**src/rtl/johnson_seq_pkg.sv**
```systemverilog
// Shared types and constants for the Johnson LED sequencer.
package johnson_seq_pkg;

  typedef enum logic [1:0] {
    ST_IDLE  = 2'd0,
    ST_RUN   = 2'd1,
    ST_PAUSE = 2'd2
  } state_t;

  localparam int SPEED_W = 2;

endpackage

```
**src/rtl/step_prescaler.sv**
```systemverilog
// Step prescaler: counts 0..term while advancing, holds otherwise, clear has priority.
module step_prescaler #(
  parameter int CNT_W = 3
) (
  input  logic             clk,
  input  logic             rst,
  input  logic             clear,
  input  logic             advance,
  input  logic [CNT_W-1:0] term,
  output logic             tc
);

  logic [CNT_W-1:0] cnt;

  assign tc = (cnt == term);

  always_ff @(posedge clk or posedge rst) begin
    if (rst) begin
      cnt <= '0;
    end else if (clear) begin
      cnt <= '0;
    end else if (advance) begin
      cnt <= tc ? '0 : cnt + 1'b1;
    end
  end

endmodule

```
**src/rtl/johnson_seq_ctrl.sv**
```systemverilog
// Johnson LED sequencer with start/pause, direction and speed keys.
// Optional auto-stop after AUTO_CYCLES full cycles when JOHNSON_SEQ_AUTOSTOP_EN is defined.
//
// state    | meaning
// ---------+-------------------------------------------------------
// ST_IDLE  | stopped, led forced to zero, prescaler held at zero
// ST_RUN   | prescaler running, led shifts on every terminal count
// ST_PAUSE | led and prescaler frozen until next start press
module johnson_seq_ctrl
  import johnson_seq_pkg::*;
#(
  parameter int WIDTH       = 4,
  parameter int STEP_BASE   = 25_000_000,
  parameter int AUTO_CYCLES = 3
) (
  input  logic               clk,
  input  logic               rst,
  input  logic               key_start,
  input  logic               key_dir,
  input  logic               key_speed,
  output logic [WIDTH-1:0]   led,
  output logic [1:0]         state,
  output logic               dir,
  output logic [SPEED_W-1:0] speed,
  output logic               step
);

  localparam int CNT_W = $clog2(STEP_BASE);

  if (WIDTH < 2) begin : g_bad_width
    $error("johnson_seq_ctrl: WIDTH must be at least 2");
  end
  if (STEP_BASE < 8) begin : g_bad_base
    $error("johnson_seq_ctrl: STEP_BASE must be at least 8");
  end
  if (AUTO_CYCLES < 1) begin : g_bad_auto
    $error("johnson_seq_ctrl: AUTO_CYCLES must be at least 1");
  end

  state_t           state_q;
  logic [CNT_W-1:0] term;
  logic             tc;
  logic             in_run;
  logic [WIDTH-1:0] next_led;

  assign state  = state_q;
  assign in_run = (state_q == ST_RUN);
  // A start press on the terminal count pauses instead of stepping.
  assign step   = in_run && tc && !key_start;

  always_comb begin
    term = CNT_W'((STEP_BASE >> speed) - 1);
  end

  always_comb begin
    next_led = led;
    if (!dir) next_led = {led[WIDTH-2:0], ~led[WIDTH-1]};
    else      next_led = {~led[0], led[WIDTH-1:1]};
  end

  // The press cycle itself does not advance, so a resume continues from the held count.
  step_prescaler #(
    .CNT_W (CNT_W)
  ) u_prescaler (
    .clk     (clk),
    .rst     (rst),
    .clear   (key_speed || (state_q == ST_IDLE)),
    .advance (in_run && !key_start),
    .term    (term),
    .tc      (tc)
  );

`ifdef JOHNSON_SEQ_AUTOSTOP_EN
  localparam int CYC_W = $clog2(AUTO_CYCLES + 1);
  logic [CYC_W-1:0] cyc_cnt;
`endif

  always_ff @(posedge clk or posedge rst) begin
    if (rst) begin
      state_q <= ST_IDLE;
      led     <= '0;
      dir     <= 1'b0;
      speed   <= '0;
`ifdef JOHNSON_SEQ_AUTOSTOP_EN
      cyc_cnt <= '0;
`endif
    end else begin
      if (key_dir)   dir   <= ~dir;
      if (key_speed) speed <= speed + 1'b1;
      if (step)      led   <= next_led;

      case (state_q)
        ST_IDLE:  if (key_start) state_q <= ST_RUN;
        ST_RUN:   if (key_start) state_q <= ST_PAUSE;
        ST_PAUSE: if (key_start) state_q <= ST_RUN;
        default:  state_q <= ST_IDLE;
      endcase

`ifdef JOHNSON_SEQ_AUTOSTOP_EN
      if (state_q == ST_IDLE) begin
        cyc_cnt <= '0;
      end else if (step && (next_led == '0)) begin
        if (cyc_cnt == CYC_W'(AUTO_CYCLES - 1)) begin
          state_q <= ST_IDLE;
          cyc_cnt <= '0;
        end else begin
          cyc_cnt <= cyc_cnt + 1'b1;
        end
      end
`endif
    end
  end

endmodule

```
**config.mk**
```make
export PLATFORM = sky130hd
export DESIGN_NAME = johnson_seq_ctrl
export DESIGN_NICKNAME = d
export VERILOG_FILES = /design/src/rtl/johnson_seq_pkg.sv /design/src/rtl/step_prescaler.sv /design/src/rtl/johnson_seq_ctrl.sv
export SDC_FILE = /design/constraint.sdc
export NUM_CORES = 1
export LEC_CHECK = 0
export BUFFER_PORTS_ARGS = -buffer_cell sky130_fd_sc_hd__buf_2
export CORE_ASPECT_RATIO = 1.75
export CORE_UTILIZATION = 55
export DETAILED_ROUTE_END_ITERATION = 6
export GPL_TIMING_DRIVEN = 0
export PLACE_DENSITY = 0.76
export SETUP_SLACK_MARGIN = 0.02
export SLEW_MARGIN = 40
export SYNTH_ARGS = -nofsm -noshare
export SYNTH_HDL_FRONTEND = slang
export SYNTH_SLANG_ARGS = --single-unit
```
**constraint.sdc**
```tcl
create_clock -name clk -period 3.1 [get_ports clk]
set_input_delay 0.465 -clock clk [delete_from_list [all_inputs] [get_ports clk]]
set_output_delay 0.465 -clock clk [all_outputs]
set_load 0.1 [all_outputs]
```
==> key figures, run 1 <==
Outcome
  • Result of the run: finished, final reports clean

Worst setup path
  • Arrival time of the worst setup path: 2.50 ns
  • Start-to-end type of the worst setup path: reg -> out
  • Crit path capture type: output port
  • Critical path fanouts, max: 7
  • Category of the worst setup path launch point: register
  • Data required time of the critical path: 2.63 ns

CTS
  • Number of clock sinks seen by CTS: 34
  • Clock root buffer: clkbuf_8
  • Clock tree buffer depth: 2
  • Hold buffer count at CTS: 0
  • Number of buffers inserted during clock tree synthesis: 5
  • Clock latency of the later-clocked register in the worst-skew pair: 0.30 ns
  • Clock slew at reported path FFs: 0.07 ns
  • Clock tree from TritonCTS: done
  • Level count of the clock H-tree: 2

STA
  • Maximum clock skew at final layout: 0.008883 ns
  • Fmax: 0.3374 GHz
  • Setup TNS: 0 ns
  • Share of the clock period used by the worst path after layout: 95.60%
  • Post-layout minimum cycle time: 2.963 ns
  • Actual transition at the worst max-transition pin: 0.6953 ns
  • RSZ-0062 raised after global routing: no
  • Slack of the critical path: 0.1365 ns
  • Number of failing setup endpoints in the final timing report: 0
  • Relative max-transition margin: 53.56%
  • Hold Fails Final Rpt: 0
  • Max Slew Vio Count: 0

Drt
  • DR vias/cell: 5.811
  • Average detailed-routed wire length per instance: 15.88 um
  • Total met3 wirelength after detailed routing: 158 um
  • Detail Route Antenna Nets: 0
  • Routed via count: 1598
  • Number of detailed-route iterations in the first pass: 4
  • Met1 Wirelength: 1756 um
  • DRC violations left: 0
  • Total Routed Length: 4366 um
  • Wire length on met2: 2215 um
  • Iteration-0 DRC count of the detailed router: 58
  • Highest metal layer used by the detailed router: met4

Place
  • Post-detailed-placement half-perimeter wirelength: 3197 um
  • Final Wtd Congestion: 0.7671
  • Post-placement cell count: 266
  • Total of buffers placed on input and output ports: 13
  • Worst slack at placement: 0.3146 ns

Floorplanning
  • Die outline width: 47.92 um
  • Core footprint: 3468 um2
  • Vertical die dimension: 82.36 um
  • Top-level port count: 15
  • Full die area: 3946 um2
  • Initial Utilization: 58.51%
  • Std-Cell Rows: 28

Layout
  • Final Non-Filler Cells: 275
  • Antenna cell count: 0
  • Count of nets after finishing: 242
  • Share of post-route cells with drive strength above 1: 18.70%
  • Layout overhead on the synthesized area: 12.45%

Global route
  • Wire length of the first global-routing pass: 7189 um
  • Largest net degree at the start of global routing: 35
  • Congestion Overflow GR: 0
  • Antenna violations before repair: 0
  • Overall routing resource usage: 26.59%
  • Vias in the first global route: 1566

Synth
  • Post-synth EDFFs: 0
  • Count of mapped cells out of synthesis: 208
  • Netlist Area Pre-Place: 2029 um2
  • Simple-gate share of the synthesized area: 25.46%
  • Ys Warns: 0
  • Synth Area in Compound Gates: 6.782%
  • Sequential share of the synthesized area: 41.92%
  • Total nets after synthesis: 221
  • Leading post-synthesis cells by cell area: dfrtp_1, xor2_1, nor2_1, ha_1, nand3_1
  • Cell types with the highest counts after synthesis: dfrtp_1, nor2_1, xor2_1
  • Count of unique library cells instantiated by Yosys: 42
  • Top cell type by total area after synthesis: dfrtp_1
  • Combinational family with the most area after synthesis: simple AND/OR/NAND/NOR gates
  • Main flop type after synthesis: dfrtp_1
  • Flip-flop and latch count after synthesis: 34
  • Share of the synthesized area in the top cell type: 41.92%
  • Share of the synthesized netlist area taken by xor and xnor gates: 12.95%
  • Synth async-reset ratio: 100.0%
  • Proportion of synthesized area in mux cells: 4.254%
  • Post-synthesis adder-cell area fraction: 4.932%
  • Cell with the most instances after synthesis: dfrtp_1
  • Post-Synthesis Mean Instance Area: 9.757 um2

Power and ir drop
  • Peak supply drop: 0.4717 mV
  • Power per Cell Area: 611.7 nW/um2
  • Leakage power: 0.001030 uW
  • Design Power: 1396 uW

Run
  • Max cap viols: 0

Worst hold path
  • Worst min-delay path class: in -> async
[cell families after synthesis]
family	after synthesis
fa+ha+maj	8
compound gates	21
flops	34
mux	7
xor+xnor	30
buf+inv	14
simple gates	94
[state kept, by name (all words and copies together) (netlist names)]
register	cells
speed	2
state	2
u_prescaler.cnt	25
dir	1
led	4
[per-layer routing]
| layer | track usage, % | vias up |
|---|---|---|
| met2 | 43.11 | 41 |
| li1 | - | 761 |
| met5 | 0 | - |
| met3 | 6.739 | 19 |
| met1 | 29.07 | 777 |
| met4 | 17.50 | 0 |
[power by group]
| part | total, uW | leakage (uW) | switching [uW] | internal [uW] |
|---|---|---|---|---|
| logic | 523 | 0.000523 | 370 | 153 |
| clock network | 341 | 0.0000482 | 162 | 179 |
| registers | 532 | 0.000458 | 52.3 | 480 |
[stage by stage]
step	hold slack [ns]	utilization, %	area (um2)
6_report	0.2082	65.80	2282
5_1_grt	0.2727	65.80	2282
4_1_cts	0.3136	65.55	2273
3_5_place_dp	0.5349	62.84	2180
3_3_place_gp	0.5283	62.55	2170
2_1_floorplan	0.5008	-	2048
[what timing repair did]
item                       4_1_cts  5_1_grt
cloned                           0        0
gates resized for setup          1        0
pin swaps                        0        1
setup endpoints to repair        1        1
buffers inserted                 0        1
[final cells by class]
class                           instances  area (um2)
Buffer                                  7       48.80
Clock buffer                            7       86.33
Clock inverter                          1       5.005
Fill cell                             281        1186
Inverter                                7       27.53
Multi-Input combinational cell        160        1125
Sequential cell                        34       858.3
Tap cell                               45       56.30
Timing Repair Buffer                   14       75.07
[critical path: stages (launching register included)]
cell and delay (ns):
dfrtp_4 0.48, ha_1 0.18, or4b_1 0.44, a222oi_1 0.34, buf_4 0.18, nand4_1 0.15, nor3_4 0.14, buf_4 0.31
[path summary, 6_finish.rpt]
kind / slack, ns / cells past startpoint / from / endpoint
worst max-delay path: 0.14 / 7 / speed[0]$_DFFE_PP0P_ / step
worst min-delay path: 0.21 / 2 / rst / u_prescaler.cnt[4]$_DFFE_PP0P_
worst max register to register: 0.66 / 8 / speed[0]$_DFFE_PP0P_ / u_prescaler.cnt[6]$_DFFE_PP0P_
worst min register to register: 0.55 / 1 / u_prescaler.cnt[1]$_DFFE_PP0P_ / u_prescaler.cnt[1]$_DFFE_PP0P_
max in group asynchronous: 2.47 / 2 / rst / speed[0]$_DFFE_PP0P_
min in group clk: 0.35 / 2 / key_dir / dir$_DFFE_PP0P_
[placed cells by master, fill, tap and decap left out, drive strengths merged, types with 6 or more instances in the layout]
master  instances
nand4           9
dfrtp          34
inv             6
nor2           28
nand3          13
o21ai           6
xor2           25
nand2          14
clkbuf         10
buf            18
ha              8
Note: power is estimated with default switching activity, not from simulation.
==> run 2: changes to the inputs <==
--- a/config.mk
+++ b/config.mk
@@ -5,12 +5,13 @@
 export SDC_FILE = /design/constraint.sdc
 export NUM_CORES = 1
 export LEC_CHECK = 0
+export ABC_AREA = 1
 export BUFFER_PORTS_ARGS = -buffer_cell sky130_fd_sc_hd__buf_2
 export CORE_ASPECT_RATIO = 1.75
-export CORE_UTILIZATION = 55
+export CORE_UTILIZATION = 35
 export DETAILED_ROUTE_END_ITERATION = 6
 export GPL_TIMING_DRIVEN = 0
-export PLACE_DENSITY = 0.76
+export PLACE_DENSITY = 0.53
 export SETUP_SLACK_MARGIN = 0.02
 export SLEW_MARGIN = 40
 export SYNTH_ARGS = -nofsm -noshare
==> key figures, run 2 <==
Drt
  • Number of detailed-route iterations in the first pass: 4 (unchanged)
  • DR vias/cell: 4.892 (was 5.811)
  • Iteration-0 DRC count of the detailed router: 73 (was 58)
  • Routed via count: 2182 (was 1598)
  • Total Routed Length: 6514 um (was 4366 um)
  • Average detailed-routed wire length per instance: 14.61 um (was 15.88 um)
  • DRC violations left: 0 (unchanged)
  • Detail Route Antenna Nets: 0 (unchanged)

Synth
  • Post-Synthesis Mean Instance Area: 6.909 um2 (was 9.757 um2)
  • Cell with the most instances after synthesis: nand2_1 (was dfrtp_1)
  • Count of unique library cells instantiated by Yosys: 27 (was 42)
  • Count of mapped cells out of synthesis: 341 (was 208)
  • Cell types with the highest counts after synthesis: nand2_1, nor2_1, inv_1 (was dfrtp_1, nor2_1, xor2_1)
  • Flip-flop and latch count after synthesis: 34 (unchanged)
  • Leading post-synthesis cells by cell area: dfrtp_1, nand2_1, nor2_1, inv_1, nand3_1 (was dfrtp_1, xor2_1, nor2_1, ha_1, nand3_1)
  • Main flop type after synthesis: dfrtp_1 (unchanged)
  • Synth async-reset ratio: 100.0% (unchanged)
  • Ys Warns: 0 (unchanged)
  • Netlist Area Pre-Place: 2356 um2 (was 2029 um2)
  • Sequential share of the synthesized area: 36.11% (was 41.92%)
  • Post-synth EDFFs: 0 (unchanged)
  • Total nets after synthesis: 354 (was 221)
  • Share of the synthesized area in the top cell type: 36.11% (was 41.92%)
  • Top cell type by total area after synthesis: dfrtp_1 (unchanged)

Global route
  • Wire length of the first global-routing pass: 10520 um (was 7189 um)
  • Overall routing resource usage: 20.34% (was 26.59%)
  • Antenna violations before repair: 0 (unchanged)
  • Congestion Overflow GR: 0 (unchanged)
  • Largest net degree at the start of global routing: 20 (was 35)
  • Vias in the first global route: 2171 (was 1566)

CTS
  • Number of buffers inserted during clock tree synthesis: 5 (unchanged)
  • Clock root buffer: clkbuf_16 (was clkbuf_8)
  • Hold buffer count at CTS: 0 (unchanged)
  • Clock tree buffer depth: 2 (unchanged)
  • Setup Fix Bufs, Post-CTS: 0 (unchanged)
  • Clock slew at reported path FFs: 0.06 ns (was 0.07 ns)
  • Clock latency of the later-clocked register in the worst-skew pair: 0.28 ns (was 0.30 ns)
  • Level count of the clock H-tree: 2 (unchanged)
  • Number of clock sinks seen by CTS: 34 (unchanged)
  • Clock tree from TritonCTS: done (unchanged)

Floorplanning
  • Initial Utilization: 36.03% (was 58.51%)
  • Die outline width: 64.02 um (was 47.92 um)
  • Vertical die dimension: 110.5 um (was 82.36 um)
  • Core footprint: 6539 um2 (was 3468 um2)
  • Full die area: 7076 um2 (was 3946 um2)
  • Top-level port count: 15 (unchanged)
  • Std-Cell Rows: 39 (was 28)

Layout
  • Count of nets after finishing: 376 (was 242)
  • Commonest non-fill, non-tap cells in the layout: nand2_1, nor2_1, inv_1 (was dfrtp_1, nor2_1, xor2_1)
  • Area of combinational cells with multiple inputs: 1299 um2 (was 1125 um2)
  • Largest regs: u_prescaler.cnt (25), led (4) (unchanged)
  • Antenna cell count: 0 (unchanged)
  • Flip-flop count of the largest register after layout: 25 (unchanged)
  • Filler cell count in the final layout: 718 (was 281)
  • Share of post-route cells with drive strength above 1: 12.91% (was 18.70%)
  • FF+latch area: 853.3 um2 (was 858.3 um2)
  • Layout overhead on the synthesized area: 16.09% (was 12.45%)
  • Most common library cell in the layout ignoring fill and taps: nand2_1 (was dfrtp_1)
  • Largest register by flop count: u_prescaler.cnt (unchanged)

STA
  • Relative max-transition margin: 67.77% (was 53.56%)
  • Post-layout minimum cycle time: 2.874 ns (was 2.963 ns)
  • Fmax: 0.3479 GHz (was 0.3374 GHz)
  • Actual transition at the worst max-transition pin: 0.4869 ns (was 0.6953 ns)
  • Maximum clock skew at final layout: 0.002550 ns (was 0.008883 ns)
  • Setup TNS: 0 ns (unchanged)
  • Number of failing setup endpoints in the final timing report: 0 (unchanged)
  • Hold slack final: 0.1592 ns (was 0.2082 ns)
  • Share of the clock period used by the worst path after layout: 92.73% (was 95.60%)
  • RSZ-0062 raised after global routing: no (unchanged)
  • Max Slew Vio Count: 0 (unchanged)
  • Hold Fails Final Rpt: 0 (unchanged)

Worst setup path
  • Origin of the critical flop-to-flop path: speed[0]$_DFFE_PP0P_ (unchanged)
  • Internal reg-to-reg setup slack: 0.95 ns (was 0.66 ns)
  • Category of the worst setup path launch point: register (unchanged)
  • Critical path fanouts, max: 8 (was 7)
  • Data required time of the critical path: 2.63 ns (about the same)
  • CP Capture Point: step (unchanged)
  • Start-to-end type of the worst setup path: reg -> out (unchanged)
  • Arrival time of the worst setup path: 2.41 ns (was 2.50 ns)
  • Reg2Reg Depth: 14 (was 8)
  • Worst reg2reg endpoint: u_prescaler.cnt[8]$_DFFE_PP0P_ (was u_prescaler.cnt[6]$_DFFE_PP0P_)
  • Crit path capture type: output port (unchanged)
  • Crit path from: speed[1]$_DFFE_PP0P_ (was speed[0]$_DFFE_PP0P_)

Place
  • Post-detailed-placement half-perimeter wirelength: 5243 um (was 3197 um)
  • Final Wtd Congestion: 0.8690 (was 0.7671)
  • Total of buffers placed on input and output ports: 14 (was 13)

Power and ir drop
  • Power per Cell Area: 635.7 nW/um2 (was 611.7 nW/um2)
  • Peak supply drop: 0.4395 mV (was 0.4717 mV)
  • Leakage power: 0.001313 uW (was 0.001030 uW)

Worst hold path
  • Worst min-delay path class: in -> async (unchanged)

Outcome
  • Result of the run: finished, final reports clean (unchanged)

Run
  • Max cap viols: 0 (unchanged)
## run 2: changes by cell type after synthesis, sizes merged, moves of 4 or more
cell	before	now
and3	4	0
and4	5	0
inv	7	46
nand2	14	108
nand3	13	32
nor2	28	52
o21ai	6	10
xnor2	5	1
xor2	25	17
## run 2: per-stage QoR
step	util (%)	power [uW]	instance area, um2	setup WS (ns)	std cells
global placement	38.71	1207	2531	0.2347	437
finish	41.83	1739	2735	0.2255	446
CTS	41.48	1747	2713	0.02436	446
global route	41.83	1834	2735	0.06364	446
floorplan	-	1060	2359	0.05791	341
detailed placement	39.13	1216	2559	0.2128	438
## run 2: worst min-delay path by stage
| stage | to | slack [ns] | cells after the start |
|---|---|---|---|
| floorplan | u_prescaler.cnt[1]$_DFFE_PP0P_ | 0.48 | 2 |
| global placement | u_prescaler.cnt[1]$_DFFE_PP0P_ | 0.51 | 2 |
| detailed placement | u_prescaler.cnt[0]$_DFFE_PP0P_ | 0.48 | 2 |
| CTS | u_prescaler.cnt[0]$_DFFE_PP0P_ | 0.17 | 2 |
| global route | u_prescaler.cnt[1]$_DFFE_PP0P_ | 0.20 | 2 |
| finish | u_prescaler.cnt[4]$_DFFE_PP0P_ | 0.16 | 2 |
## run 2: area by class of cell
type | count | share of cell area (%)
plain buffers | 6 | 1.784
multi-input cells | 255 | 47.48
repair buffers | 15 | 3.797
well taps | 82 | 3.751
clock inverters | 2 | 0.4575
clock buffers | 6 | 5.078
flip-flops and latches | 34 | 31.20
inverters | 46 | 6.450
## run 2: routing by layer
| metal | wire, um | vias to the layer above | GRT usage (%) |
|---|---|---|---|
| met5 | 0 | - | 0 |
| met4 | 499 | 0 | 16.97 |
| met3 | 171 | 24 | 2.996 |
| met2 | 3543 | 45 | 37.23 |
| met1 | 2300 | 1002 | 18.89 |
| li1 | - | 1111 | - |
## run 2: where the power goes
part / internal [uW] / leakage [uW] / switching, uW
Combinational: 186 / 0.000776 / 513
Sequential: 474 / 0.000464 / 45.8
Clock: 318 / 0.0000729 / 201
## run 2: repair_timing
action | 4_1_cts | 5_1_grt
gates resized for setup | 1 | 6
setup endpoints to repair | 1 | 1
hold endpoints to repair | 0 | 0
## run 2: cells by family (layout without fill, tap and decap cells)
group,count (synthesis),after routing,synth area share (%)
compound gates,16,16,4.089
buf+inv,52,75,9.400
mux,2,2,0.9559
simple gates,211,211,38.50
xor+xnor,18,18,6.691
fa+ha+maj,8,8,4.249
flops,34,34,36.11
## run 2: critical path, stage by stage (launching register included)
cell        delay [ns]
dfrtp_2           0.47
clkinvlp_4        0.19
ha_1              0.27
xnor2_2           0.19
nand3_1           0.09
a21oi_1           0.15
nand2_1           0.11
nor2_4            0.17
nand2_1           0.15
inv_1             0.10
buf_6             0.22
==> run 3: changes to the inputs <==
--- a/config.mk
+++ b/config.mk
@@ -11,6 +11,7 @@
 export CORE_UTILIZATION = 35
 export DETAILED_ROUTE_END_ITERATION = 6
 export GPL_TIMING_DRIVEN = 0
+export MAX_ROUTING_LAYER = met4
 export PLACE_DENSITY = 0.53
 export SETUP_SLACK_MARGIN = 0.02
 export SLEW_MARGIN = 40
==> key figures, run 3 (same netlist as run 2, synthesis figures left out) <==
Layout
  • Flip-flop count of the largest register after layout: 25 (unchanged)
  • Most common library cell in the layout ignoring fill and taps: nand2_1 (unchanged)
  • Largest register by flop count: u_prescaler.cnt (unchanged)
  • Layout overhead on the synthesized area: 16.09% (unchanged)
  • Commonest non-fill, non-tap cells in the layout: nand2_1, nor2_1, inv_1 (unchanged)
  • Largest regs: u_prescaler.cnt (25), led (4) (unchanged)
  • Utilization after layout: 41.83% (unchanged)
  • Share of post-route cells with drive strength above 1: 12.40% (was 12.91%)
  • Count of nets after finishing: 375 (was 376)
  • Antenna cell count: 0 (unchanged)

Worst setup path
  • Start-to-end type of the worst setup path: reg -> out (unchanged)
  • Arrival time of the worst setup path: 2.40 ns (was 2.41 ns)
  • Crit path capture type: output port (unchanged)
  • Category of the worst setup path launch point: register (unchanged)
  • Critical path fanouts, max: 8 (unchanged)
  • Internal reg-to-reg setup slack: 0.92 ns (was 0.95 ns)
  • Data required time of the critical path: 2.63 ns (about the same)

Drt
  • Average detailed-routed wire length per instance: 14.73 um (was 14.61 um)
  • DR vias/cell: 4.872 (was 4.892)
  • Detail Route Antenna Nets: 0 (unchanged)
  • Total Routed Length: 6553 um (was 6514 um)
  • Number of detailed-route iterations in the first pass: 4 (unchanged)
  • DRC violations left: 0 (unchanged)
  • Routed via count: 2168 (was 2182)
  • Iteration-0 DRC count of the detailed router: 61 (was 73)

CTS
  • Level count of the clock H-tree: 2 (unchanged)
  • Clock tree buffer depth: 2 (unchanged)
  • Clock tree from TritonCTS: done (unchanged)
  • Number of buffers inserted during clock tree synthesis: 5 (unchanged)
  • Hold buffer count at CTS: 0 (unchanged)
  • Clock latency of the later-clocked register in the worst-skew pair: 0.29 ns (was 0.28 ns)
  • Number of clock sinks seen by CTS: 34 (unchanged)
  • Clock slew at reported path FFs: 0.06 ns (about the same)
  • Clock root buffer: clkbuf_16 (unchanged)

Floorplanning
  • Top-level port count: 15 (unchanged)
  • Std-Cell Rows: 39 (unchanged)
  • Initial Utilization: 36.03% (unchanged)
  • Die outline width: 64.02 um (unchanged)
  • Full die area: 7076 um2 (unchanged)
  • Vertical die dimension: 110.5 um (unchanged)
  • Core footprint: 6539 um2 (unchanged)

Place
  • Final Wtd Congestion: 0.9099 (was 0.8690)
  • Post-detailed-placement half-perimeter wirelength: 5162 um (was 5243 um)
  • Total of buffers placed on input and output ports: 14 (unchanged)

STA
  • Share of the clock period used by the worst path after layout: 92.55% (was 92.73%)
  • Setup TNS: 0 ns (unchanged)
  • Number of failing setup endpoints in the final timing report: 0 (unchanged)
  • RSZ-0062 raised after global routing: no (unchanged)
  • Fmax: 0.3485 GHz (was 0.3479 GHz)
  • Relative max-transition margin: 57.89% (was 67.77%)
  • Max Slew Vio Count: 0 (unchanged)
  • Post-layout minimum cycle time: 2.869 ns (was 2.874 ns)
  • Hold slack final: 0.2319 ns (was 0.1592 ns)
  • Actual transition at the worst max-transition pin: 0.6310 ns (was 0.4869 ns)
  • Maximum clock skew at final layout: 0.004479 ns (was 0.002550 ns)
  • Hold Fails Final Rpt: 0 (unchanged)

Global route
  • Vias in the first global route: 2244 (was 2171)
  • Antenna violations before repair: 0 (unchanged)
  • Largest net degree at the start of global routing: 35 (was 20)
  • Overall routing resource usage: 21.27% (was 20.34%)
  • Congestion Overflow GR: 0 (unchanged)
  • Wire length of the first global-routing pass: 10780 um (was 10520 um)

Power and ir drop
  • Power per Cell Area: 685.9 nW/um2 (was 635.7 nW/um2)
  • Leakage power: 0.001321 uW (was 0.001313 uW)
  • Peak supply drop: 0.4541 mV (was 0.4395 mV)

Run
  • Max cap viols: 0 (unchanged)

Outcome
  • Result of the run: finished, final reports clean (unchanged)

Worst hold path
  • Worst min-delay path class: in -> async (unchanged)
-- run 3: report_power, final --
group,internal [uW],switching [uW],leakage [uW]
logic,176,511,0.000763
clock network,462,208,0.0000940
registers,474,44.9,0.000464
-- run 3: cell type report --
| cell class | instances | area (um2) |
|---|---|---|
| clock inverter | 3 | 68.82 |
| sequential | 34 | 853.3 |
| tap | 82 | 102.6 |
| clock buffer | 5 | 125.1 |
| inverter | 46 | 173.9 |
| multi-input combinational | 255 | 1286 |
| timing repair buffer | 14 | 76.32 |
| buffer | 6 | 48.80 |
| fill | 735 | 3804 |
-- run 3: routing by layer --
| metal | global-route usage (%) | wire length, um | vias up |
|---|---|---|---|
| met1 | 20.43 | 2422 | 1001 |
| met5 | - | 0 | - |
| met2 | 38.65 | 3648 | 41 |
| li1 | - | - | 1109 |
| met4 | 13.79 | 350 | 0 |
| met3 | 2.376 | 132 | 17 |
-- run 3: repair_timing --
item	CTS	global route
setup buffers	0	0
gates resized for setup	1	3
endpoints found under the setup margin	1	1
-- run 3: worst max-delay path, cell delays in order, from the launching register on --
cell     delay [ns]
dfrtp_2        0.46
inv_2          0.11
ha_1           0.24
xnor2_1        0.26
nand3_1        0.11
a21oi_1        0.15
nand2_1        0.08
nor2_2         0.21
nand2_1        0.17
inv_1          0.10
buf_6          0.22
-- run 3: path summary, 6_finish.rpt --
| check | endpoint | depth (start not counted) | start |
|---|---|---|---|
| max | step | 10 | speed[1]$_DFFE_PP0P_ |
| min | u_prescaler.cnt[0]$_DFFE_PP0P_ | 2 | rst |
| max reg2reg | u_prescaler.cnt[20]$_DFFE_PP0P_ | 14 | speed[0]$_DFFE_PP0P_ |
| min reg2reg | u_prescaler.cnt[1]$_DFFE_PP0P_ | 2 | u_prescaler.cnt[1]$_DFFE_PP0P_ |
| max in group asynchronous | speed[1]$_DFFE_PP0P_ | 2 | rst |
| min in group clk | dir$_DFFE_PP0P_ | 2 | key_dir |
-- run 3: metrics by stage --
stage | cells | total power, uW | setup slack [ns] | area [um2]
floorplan | 341 | 1060 | 0.05791 | 2359
global placement | 437 | 1208 | 0.2364 | 2531
detailed placement | 437 | 1212 | 0.2247 | 2531
CTS | 445 | 1887 | 0.02810 | 2728
global route | 445 | 1976 | 0.03163 | 2735
finish | 445 | 1876 | 0.2308 | 2735
